`src/rtl/ccff_pkg.sv`:
```
// Shared types and helpers for the configuration-chain loader and its readback deserialiser.
package ccff_pkg;

  typedef enum logic [1:0] {
    ST_IDLE  = 2'd0,
    ST_FETCH = 2'd1,
    ST_SHIFT = 2'd2
  } ccff_state_e;

  // Width needed to hold values 0..max_val inclusive.
  function automatic int ccff_cnt_w(input int max_val);
    return (max_val < 1) ? 1 : $clog2(max_val + 1);
  endfunction

endpackage

```
`src/rtl/ccff_rb_deser.sv`:
```
// Collects ccff_tail bits LSB-first into words; rb_valid pulses the cycle after a word
// (or the final partial word) completes. No backpressure: the consumer must take every pulse.
module ccff_rb_deser
  import ccff_pkg::*;
#(
  parameter int WORD_W = 8
) (
  input  logic              prog_clk,
  input  logic              prog_reset,
  input  logic              clear_i,
  input  logic              sample_i,
  input  logic              bit_i,
  input  logic              last_i,
  output logic [WORD_W-1:0] rb_data_o,
  output logic              rb_valid_o
);

  localparam int WC_W = ccff_cnt_w(WORD_W - 1);
  localparam logic [WC_W-1:0] WORD_LAST = WC_W'(WORD_W - 1);

  logic [WORD_W-1:0] acc_q, acc_d, data_q, data_d, merged;
  logic [WC_W-1:0]   cnt_q, cnt_d;
  logic              valid_q, valid_d, word_end;

  always_comb begin
    merged        = acc_q;
    merged[cnt_q] = bit_i;
    word_end      = (cnt_q == WORD_LAST) || last_i;
    acc_d         = acc_q;
    cnt_d         = cnt_q;
    data_d        = data_q;
    valid_d       = 1'b0;
    // Clear beats sampling so an aborted load never emits a partial word.
    if (clear_i) begin
      acc_d = '0;
      cnt_d = '0;
    end else if (sample_i) begin
      if (word_end) begin
        acc_d   = '0;
        cnt_d   = '0;
        data_d  = merged;
        valid_d = 1'b1;
      end else begin
        acc_d = merged;
        cnt_d = cnt_q + WC_W'(1);
      end
    end
  end

  always_ff @(posedge prog_clk or posedge prog_reset) begin
    if (prog_reset) begin
      acc_q   <= '0;
      cnt_q   <= '0;
      data_q  <= '0;
      valid_q <= 1'b0;
    end else begin
      acc_q   <= acc_d;
      cnt_q   <= cnt_d;
      data_q  <= data_d;
      valid_q <= valid_d;
    end
  end

  assign rb_data_o  = data_q;
  assign rb_valid_o = valid_q;

endmodule

```
`src/rtl/ccff_bitstream_loader.sv`:
```
// Serialises cfg words onto ccff_head (LSB first), 1 cycle handshake->shift, zero-bubble between words;
// cfg_valid low simply stalls the chain (shift_en=0), readback words come back from ccff_tail.
module ccff_bitstream_loader
  import ccff_pkg::*;
#(
  parameter int WORD_W    = 8,
  parameter int CHAIN_LEN = 64
) (
  input  logic              prog_clk,
  input  logic              prog_reset,
  input  logic              start,
  input  logic              abort,
  input  logic [WORD_W-1:0] cfg_data,
  input  logic              cfg_valid,
  output logic              cfg_ready,
  output logic              ccff_head,
  output logic              ccff_shift_en,
  input  logic              ccff_tail,
  output logic [WORD_W-1:0] rb_data,
  output logic              rb_valid,
  output logic              busy,
  output logic              done
);

  localparam int CNT_W = ccff_cnt_w(CHAIN_LEN);
  localparam int WC_W  = ccff_cnt_w(WORD_W - 1);
  localparam logic [CNT_W-1:0] BIT_LAST  = CNT_W'(CHAIN_LEN - 1);
  localparam logic [WC_W-1:0]  WORD_LAST = WC_W'(WORD_W - 1);

  ccff_state_e       state_q, state_d;
  logic [WORD_W-1:0] sreg_q, sreg_d;
  logic [CNT_W-1:0]  bitcnt_q, bitcnt_d;
  logic [WC_W-1:0]   wordcnt_q, wordcnt_d;
  logic              done_q, done_d;
  logic              last_bit, last_word, rb_clear;

  assign last_bit  = (bitcnt_q == BIT_LAST);
  assign last_word = (wordcnt_q == WORD_LAST);

  always_comb begin
    state_d   = state_q;
    sreg_d    = sreg_q;
    bitcnt_d  = bitcnt_q;
    wordcnt_d = wordcnt_q;
    done_d    = done_q;
    cfg_ready = 1'b0;
    case (state_q)
      ST_IDLE: begin
        if (start && !abort) begin
          state_d  = ST_FETCH;
          done_d   = 1'b0;
          bitcnt_d = '0;
        end
      end
      ST_FETCH: begin
        cfg_ready = !abort;
        if (abort) begin
          state_d = ST_IDLE;
        end else if (cfg_valid) begin
          sreg_d    = cfg_data;
          wordcnt_d = '0;
          state_d   = ST_SHIFT;
        end
      end
      ST_SHIFT: begin
        sreg_d    = sreg_q >> 1;
        bitcnt_d  = bitcnt_q + CNT_W'(1);
        wordcnt_d = wordcnt_q + WC_W'(1);
        if (abort) begin
          state_d = ST_IDLE;
        end else if (last_bit) begin
          // Chain-length limit wins over word boundary: upper bits of a partial word are dropped.
          state_d = ST_IDLE;
          done_d  = 1'b1;
        end else if (last_word) begin
          cfg_ready = 1'b1;
          if (cfg_valid) begin
            sreg_d    = cfg_data;
            wordcnt_d = '0;
          end else begin
            state_d = ST_FETCH;
          end
        end
      end
      default: state_d = ST_IDLE;
    endcase
  end

  always_ff @(posedge prog_clk or posedge prog_reset) begin
    if (prog_reset) begin
      state_q   <= ST_IDLE;
      sreg_q    <= '0;
      bitcnt_q  <= '0;
      wordcnt_q <= '0;
      done_q    <= 1'b0;
    end else begin
      state_q   <= state_d;
      sreg_q    <= sreg_d;
      bitcnt_q  <= bitcnt_d;
      wordcnt_q <= wordcnt_d;
      done_q    <= done_d;
    end
  end

  assign ccff_head     = sreg_q[0];
  assign ccff_shift_en = (state_q == ST_SHIFT);
  assign busy          = (state_q != ST_IDLE);
  assign done          = done_q;
  assign rb_clear      = abort || ((state_q == ST_IDLE) && start);

  ccff_rb_deser #(
    .WORD_W (WORD_W)
  ) u_rb_deser (
    .prog_clk   (prog_clk),
    .prog_reset (prog_reset),
    .clear_i    (rb_clear),
    .sample_i   (ccff_shift_en),
    .bit_i      (ccff_tail),
    .last_i     (ccff_shift_en && last_bit),
    .rb_data_o  (rb_data),
    .rb_valid_o (rb_valid)
  );

endmodule

```
`config.mk`:
```
export PLATFORM = sky130hd
export DESIGN_NAME = ccff_bitstream_loader
export DESIGN_NICKNAME = d
export VERILOG_FILES = /design/src/rtl/ccff_pkg.sv /design/src/rtl/ccff_rb_deser.sv /design/src/rtl/ccff_bitstream_loader.sv
export SDC_FILE = /design/constraint.sdc
export NUM_CORES = 1
export LEC_CHECK = 0
export ABC_AREA = 1
export BUFFER_PORTS_ARGS = -buffer_cell sky130_fd_sc_hd__buf_4
export CAP_MARGIN = 10
export CORE_AREA = 2 2 101 103
export DETAILED_ROUTE_END_ITERATION = 10
export DIE_AREA = 0 0 103 105
export PLACE_DENSITY = 0.46
export SYNTH_ARGS = -nofsm -noshare
export SYNTH_HDL_FRONTEND = slang
export SYNTH_HIERARCHICAL = 1
export SYNTH_SLANG_ARGS = --single-unit
export TNS_END_PERCENT = 20
```
`constraint.sdc`:
```
create_clock -name prog_clk -period 4.45 [get_ports prog_clk]
set_input_delay 0.2225 -clock prog_clk [delete_from_list [all_inputs] [get_ports prog_clk]]
set_output_delay 0.2225 -clock prog_clk [all_outputs]
set_load 0.05 [all_outputs]
```
# Yosys cells after proc, flatten, opt, wreduce, memory -nomap -nowiden
# Cells that the tools add are included.
# word_totals
regBits	41
word_cells	89
# classes
add_sub_neg	3
n_lt_le_gt_ge	2
eq_ne	13
muxes	44
bitwise	1
reduce_logical	17
# op_table
cell	n
8-bit 2-to-1 mux	9
3-bit 2-to-1 mux	9
8-bit case mux with 2 select lines	1
2-bit 2-to-1 mux	7
7-bit case mux with 2 select lines	1
1-bit 2-to-1 mux	10
8-bit bitwise mux	1
2-bit != test (second input constant)	4
4-bit AND reduction	2
2-bit nonzero test	4
7-bit by 1-bit adder with 7-bit output (second input constant)	1
7-bit by 6-bit == test with 1-bit output (second input constant)	1
7-bit 2-to-1 mux	1
3-bit by 1-bit adder with 3-bit output (second input constant)	2
3-bit == test (second input constant)	2
2-bit case mux with 3 select lines	1
3-bit case mux with 2 select lines	1
3-bit AND reduction	2
1-bit logical AND	4
3-bit by 4-bit less-than comparator with 1-bit output (second input constant)	1
4-bit by 2-bit != test with 1-bit output (second input constant)	1
4-bit by 3-bit != test with 1-bit output (second input constant)	1
1-bit case mux with 2 select lines	2
1-bit demux with 3-bit select	1
other kinds (10)	11

# Logic depth before layout (Yosys ltp)
# Gate-level depths: netlist (run 1).
# depth
word_depth	8
mapped_depth	12
ltp_nobuf	10

# By module
# Netlist (run 1), hierarchy kept.
# by_module_without_submodules
module	n_inst	cells_each	area_per_inst_um2
ccff_bitstream_loader	1	180	1373.8
ccff_rb_deser	1	124	1016.0

# Worst setup path after synthesis (run 1)
# Ideal clock, no wire load.
# synth_path
kind	reg-to-output
from	register state_q[0]
to	output port cfg_ready
arrival_ns	2.458
required_ns	4.228
slack_ns	1.769
path_stages_with_launch	6
path_buffers	1
path_cell_list	dfrtp_1 -> inv_1 -> ha_1 -> buf_6 -> nand4_1 -> a21boi_0
# synth_between
elab_chain_cells	2
# synth_rtl
element	line_no	text
start: declaration	ccff_bitstream_loader.sv:30	ccff_state_e state_q, state_d;
start signal: assignment	ccff_bitstream_loader.sv:97	state_q <= state_d;
2-bit == test	n/a	
named net ccff_shift_en	ccff_bitstream_loader.sv:17	output logic ccff_shift_en,
1-bit case mux with 2 select lines	ccff_bitstream_loader.sv:47	case (state_q)
end: declaration	ccff_bitstream_loader.sv:15	output logic cfg_ready,
# The timed path passes the listed nets, and every way through them passes these cells.

# Final worst setup path (run 1)
# layout_path
from	register state_q[0]
to	register bitcnt_q[3]
# layout_between
elab_chain_cells	3
# layout_rtl
element	line_no	text
2-bit == test or 2-bit logical NOT (tied branches)	ccff_bitstream_loader.sv:47	
2-bit nonzero test (no line) or 2-bit != test (tied branches)	n/a	
2-bit AND reduction (no line)	n/a	
end signal: assignment	ccff_bitstream_loader.sv:99	bitcnt_q <= bitcnt_d;
end: declaration	ccff_bitstream_loader.sv:32	logic [CNT_W-1:0] bitcnt_q, bitcnt_d;
# Several ways; a longest one is shown, not always the timed one.
# A chain may end at the register's enable or synchronous reset.

==> summary.md, run 1 <==
| Metric | Value |
|---|---|
| Outcome | `finished clean` |
| CP required | `4.63 ns` |
| CTS tree | `built` |
| Worst-Margin Slew | `0.839 ns` |
| Pwr/cell area | `421 nW/um2` |
| Area leader, netlist | `dfrtp_1` |
| Peak supply drop | `0.000186 V` |
| Maxcap violations | `0` |
| Critical Path Max Stage Delay | `0.59 ns` |
| CP max FO | `13` |
| Static Leak | `1.47 nW` |
| Synth warn | `6` |
| Layout cells sized above 1 | `18.2%` |
| Final min period | `2.24 ns` |
| Std-Cell Rows | `36` |
| Die height | `105 um` |
| Rel. slew slack | `44.0%` |
| Total track usage | `10.1%` |
| Max H-tree Level | `2` |
| Mapped Area | `2390 um2` |
| Initial DRC Count | `108` |
| Worst hold path class | `primary input to async pin` |
| Largest cells by area after synthesis | `dfrtp_1, nand2_1, nand3_1` |
| GRT overflow | `0` |
| Via/cell ratio | `4.07` |
| Period utilization | `50.4%` |
| Worst-path cell chain | `inv_1, ha_1, inv_4, o21ai_2, nand2_1, xor2_1, nor2_1` |
| WP data arrival | `2.43 ns` |
| Post-CTS Hold Buffers | `0` |
| Clock Skew | `0.00457 ns` |
| DRC | `0` |
| Worst Setup End Kind | `flip-flop` |
| DP HPWL | `3.61 mm` |
| Fin. Hold Viols | `0` |
| Vias in the first global route | `1832` |
| #FFs+latches synth | `41` |
| Fin Hold WS | `0.0955 ns` |
| Critical-path top delay cell | `ha_1` |
| Post-Layout Cell Count | `463` |
| Distinct cells, synth | `28` |
| Drt pass-1 iters | `4` |
| Total power | `1.16 mW` |
| Buf+Inv Stages, Crit Path | `2` |
| Antenna diodes | `0` |
| DIE AREA | `10800 um2` |
| Final Setup Violations | `0` |
| Post-Syn Instances | `304` |
| # port buffers | `27` |
| RSZ-0062 raised after global routing | `false` |
| Synth async-reset ratio | `100%` |
| Slew Viols, Final | `0` |
| Setup Fix Bufs, Post-CTS | `0` |
| CP Class | `flip-flop to flip-flop` |
| Clk_lat worst skew | `0.29 ns` |
| First-pass GRT wire length | `8.67 mm` |
| Avg Inst Size Synth | `7.86 um2` |
| Post-synthesis sequential area ratio | `42.9%` |
| CTS sink cnt | `41` |
| Global placement routability congestion | `0.755` |
| Fin util | `28.7%` |
| Fmax | `446 MHz` |
| Top delay family on crit path | `adder cells` |
| Starting Density | `24.8%` |
| Dpl cells | `456` |
| Layout Area Growth over Synthesis | `15.8%` |
| Core area | `9640 um2` |
| Maximum clock path buffer count | `2` |
| Top Ports | `28` |
| Root buf cell | `clkbuf_8` |
| Clock transition at path regs | `0.08 ns` |
| CTS Buf Count | `5` |
| Synth top cells by count | `nand2_1, dfrtp_1, inv_1, nand3_1, nor2_1` |
| NumNets Final | `353` |
| DRT antenna net count | `0` |
| Crit path launch type | `flip-flop` |
| Setup TNS | `0 ns` |
| Post-synth top area share | `42.9%` |
| Vias | `1886` |
| Die width | `103 um` |
| Most numerous cell in the Yosys netlist | `nand2_1` |
| Final WL | `4.94 mm` |
| Pin count of the biggest net entering global routing | `22` |
| Initial antenna violation count | `0` |
| Post-synth EDFFs | `0` |
| Net Count, Synth | `327` |
| Ys flop type | `dfrtp_1` |
| CTS resizes | `0` |
| Drt wl/cell | `10.7 um` |
cell type report:
cell class	count	area (um2)
fill	1062	6870
multi-input combinational	211	1110
sequential	41	1030
timing repair buffer	27	203
inverter	44	170
tap	133	166
clock buffer	7	86.3
sequential cells by signal, indices dropped and copies added, names as in the netlist:
register / flops
bitcnt_q: 7
done: 1
sreg_q: 8
state_q: 2
u_rb_deser/acc_q: 8
u_rb_deser/cnt_q: 3
u_rb_deser/rb_data_o: 8
u_rb_deser/rb_valid_o: 1
wordcnt_q: 3
where the power goes:
group / internal, mW / leakage [nW] / switching (mW)
clock network: 0.123 / 0.0443 / 0.122
registers: 0.433 / 0.556 / 0.0458
logic: 0.136 / 0.872 / 0.305
total: 0.692 / 1.47 / 0.473
metrics by stage:
step / area (um2) / setup slack [ns]
floorplan: 2390 / 1.77
global placement: 2680 / 2.28
detailed placement: 2680 / 2.21
CTS: 2770 / 2.19
global route: 2770 / 2.02
finish: 2770 / 2.21
metal layers:
metal | vias up | global-route usage [%] | wire length [um]
li1 | 1012 | - | -
met1 | 840 | 13.8 | 2490
met2 | 28 | 15.4 | 2210
met3 | 6 | 2.07 | 152
met4 | 0 | 3.85 | 79
met5 | - | 0 | 0
cell usage in the layout (no fill, tap or decap):
cell,count
a21boi_0,1
clkbuf_1,1
inv_2,4
nand3_4,1
dfrtp_1,41
ha_1,9
nor2_2,3
o21ai_0,10
o21bai_1,2
nand3_2,1
nand2_4,3
inv_1,38
a21oi_1,9
nand2_1,96
nand4_1,11
clkbuf_8,6
nor2_4,6
nor2_1,14
buf_4,27
o21a_1,1
xor2_1,1
o21ai_4,1
inv_4,2
nand2_2,4
nor3_1,1
nand3_1,32
o21ai_1,3
a21oi_2,1
o21ai_2,1
logic make-up (layout without fill, tap and decap cells):
logic type | after synthesis | in the layout | synth area share (%)
xor gates and xnor gates | 1 | 1 | 0.367
buffers and inverters | 52 | 78 | 10.4
DFF | 41 | 41 | 42.9
and+or+nand+nor | 172 | 172 | 34.3
adders and majority gates | 9 | 9 | 4.71
AOI/OAI and AO/OA | 29 | 29 | 7.28
worst paths after layout:
kind	from	endpoint	slack [ns]	cells past startpoint
max	state_q[0]$_DFFE_PP0P_	bitcnt_q[3]$_DFFE_PP0P_	2.21	7
min	prog_reset	u_rb_deser/rb_valid_o$_DFF_PP0_	0.1	2
max reg2reg	state_q[0]$_DFFE_PP0P_	bitcnt_q[3]$_DFFE_PP0P_	2.21	7
min reg2reg	u_rb_deser/acc_q[6]$_DFFE_PP0P_	u_rb_deser/acc_q[6]$_DFFE_PP0P_	0.48	2
max in group asynchronous	prog_reset	sreg_q[1]$_DFFE_PP0P_	3.82	2
min in group prog_clk	cfg_data[7]	sreg_q[7]$_DFFE_PP0P_	0.16	3
worst reg2reg max path, stage by stage, from the launching register on:
cell,delay [ns]
dfrtp_1,0.42
inv_1,0.09
ha_1,0.59
inv_4,0.20
o21ai_2,0.50
nand2_1,0.12
xor2_1,0.16
nor2_1,0.05
Note: power is estimated with default switching activity, not from simulation.
==> run 2: changes to the inputs <==
Settings changed: PLACE_DENSITY 0.46 to 0.48.
Clock period 4.45 ns to 1.95 ns, I/O delays scaled along.
==> summary.md, run 2 (synthesis gave the netlist of run 1 again) <==
| Metric | Value |
|---|---|
| Outcome | `finished clean` |
| Layout Area Growth over Synthesis | `19.9%` |
| Fin Hold WS | `0.0387 ns (-0.0568 ns)` |
| Clk_lat worst skew | `0.29 ns (about the same)` |
| DP Worst Slack | `0.0798 ns (-2.13 ns)` |
| Final WL | `5.34 mm (+8.2%)` |
| CP max FO | `6 (-7)` |
| Pwr/cell area | `960 nW/um2 (+130%)` |
| Drt pass-1 iters | `5 (+1)` |
| FILL cells | `1089 (+2.5%)` |
| Critical Path Max Stage Delay | `0.42 ns (-0.17 ns)` |
| GRT overflow | `0 (unchanged)` |
| Post-route setup slack | `0.127 ns (-2.08 ns)` |
| CTS tree | `built` |
| Peak supply drop | `0.000354 V (+90%)` |
| Die width | `103 um (unchanged)` |
| RSZ-0062 raised after global routing | `false` |
| NumNets Final | `362 (+2.5%)` |
| Pint | `1.64 mW (+140%)` |
| Period utilization | `93.5%` |
| Total track usage | `10.9% (+0.78 points)` |
| DP HPWL | `3.84 mm (+6.6%)` |
| Setup Fix Bufs, Post-CTS | `0 (unchanged)` |
| Most frequent cells in the layout | `nand2_1, dfrtp_1, inv_1` |
| Buf+Inv Stages, Crit Path | `3 (+1)` |
| Clk pwr share | `20.5% (-0.6 points)` |
| Worst hold path class | `primary input to flip-flop` |
| Root buf cell | `clkbuf_8` |
| Via/cell ratio | `4.19 (+2.9%)` |
| Core area | `9640 um2 (unchanged)` |
| Std-Cell Rows | `36 (unchanged)` |
| Setup TNS | `0 ns (unchanged)` |
| Met1 usage | `15.2% (+1.4 points)` |
| Starting Density | `24.8% (unchanged)` |
| DRT antenna net count | `0 (unchanged)` |
| Worst-Margin Slew | `0.780 ns (-0.0588 ns)` |
| Worst-path cell chain | `ha_2, inv_2, nor2_4, nand2_4, buf_4, nand4_1, a21boi_2, buf_6` |
| CP Class | `flip-flop to output port` |
| CP required | `1.85 ns (-2.78 ns)` |
| Critical-path top delay cell | `dfrtp_1` |
| Top Ports | `28 (unchanged)` |
| Crit path launch type | `flip-flop` |
| CTS sink cnt | `41 (unchanged)` |
| Initial antenna violation count | `0 (unchanged)` |
| First-pass GRT wire length | `9.45 mm (+8.9%)` |
| Flop pwr share | `39.4% (-1.7 points)` |
| Fin. Hold Viols | `0 (unchanged)` |
| Maximum clock path buffer count | `2 (unchanged)` |
| Top delay family on crit path | `flip-flops` |
| Met2 usage | `16.5% (+1.1 points)` |
| Static Leak | `1.52 nW (+3.0%)` |
| WP data arrival | `1.73 ns (-0.70 ns)` |
| Slew Viols, Final | `0 (unchanged)` |
| Die height | `105 um (unchanged)` |
| Rel. slew slack | `47.9% (+3.9 points)` |
| Vias in the first global route | `1953 (+6.6%)` |
| Combinational fraction of design power | `40.2% (+2.4 points)` |
| Most common cell after layout, fill and taps aside | `nand2_1` |
| Global placement routability congestion | `0.754 (-0.11%)` |
| Maxcap violations | `0 (unchanged)` |
| Switching part of the total | `40.5% (-0.060 points)` |
| # port buffers | `27 (unchanged)` |
| Worst Setup End Kind | `output port` |
| NetSw | `1.12 mW (+140%)` |
| Layout cells sized above 1 | `21.5% (+3.4 points)` |
| Met3 GRT Util | `2.07% (unchanged)` |
| Clock transition at path regs | `0.08 ns (about the same)` |
| Vias | `1978 (+4.9%)` |
| Final Setup Violations | `0 (unchanged)` |
| DIE AREA | `10800 um2 (unchanged)` |
| Clock Skew | `0.00609 ns (+0.00151 ns)` |
| Max H-tree Level | `2 (unchanged)` |
| Antenna diodes | `0 (unchanged)` |
| Drt wl/cell | `11.3 um (+6.2%)` |
| Final min period | `1.82 ns` |
| Pin count of the biggest net entering global routing | `22 (unchanged)` |
| CTS Buf Count | `5 (unchanged)` |
| DRC | `0 (unchanged)` |
| Fmax | `549 MHz` |
| GR peak layer | `met2` |
| Initial DRC Count | `84 (-22%)` |
[run 2: final timing paths]
check                                                start  slack (ns)  cells past startpoint                             endpoint
setup / recovery                   bitcnt_q[0]$_DFFE_PP0P_        0.13                      8                            cfg_ready
hold / removal                                 cfg_data[7]        0.04                      3                sreg_q[7]$_DFFE_PP0P_
setup reg to reg                    state_q[0]$_DFFE_PP0P_        0.19                     10  u_rb_deser/rb_data_o[2]$_DFFE_PP0P_
hold reg to reg            u_rb_deser/acc_q[3]$_DFFE_PP0P_        0.49                      2      u_rb_deser/acc_q[3]$_DFFE_PP0P_
max in group asynchronous                       prog_reset        0.95                      3      u_rb_deser/acc_q[4]$_DFFE_PP0P_
min in group asynchronous                       prog_reset        0.41                      4                sreg_q[0]$_DFFE_PP0P_
[run 2: what timing repair did]
action	4_1_cts	5_1_grt
endpoints found under the setup margin	0	20
hold endpoints to repair	21	0
hold buffers	1	0
gates resized for setup	0	6
[run 2: tightest hold or removal path: stages]
cell and delay, ns:
buf_4 0.08, nand3_1 0.06, nand2_1 0.05
[run 2: final cells by class]
class                      instances  area, um2  area share [%]
clock buffer                       7       86.3            3.01
inverter                          44        170            5.94
multi-input combinational        211       1140            39.7
sequential                        41       1030            35.8
tap                              133        166            5.81
timing repair buffer              36        280            9.78
[run 2: power groups by stage]
stage	combinational, mW	sequential [mW]	clock (mW)
after floorplan	0.854	1.11	0
after global placement	1.09	1.09	0
after detailed placement	1.10	1.10	0
after CTS	1.11	1.08	0.601
after global routing	1.27	1.11	0.636
final	1.11	1.08	0.564
[run 2: metal layers]
layer,routed length [um],share of wire [%]
met5,0,0
met4,76,1.4
met3,156,2.9
met2,2450,46
met1,2670,50
[run 2: through the flow]
stage | total power [mW] | util, % | instances | area, um2
3_5_place_dp | 2.20 | 28.6 | 464 | 2760
5_1_grt | 3.01 | 29.7 | 472 | 2870
2_1_floorplan | 1.97 | - | 304 | 2410
3_3_place_gp | 2.19 | 28.6 | 464 | 2760
6_report | 2.75 | 29.7 | 472 | 2870
4_1_cts | 2.79 | 29.6 | 472 | 2850
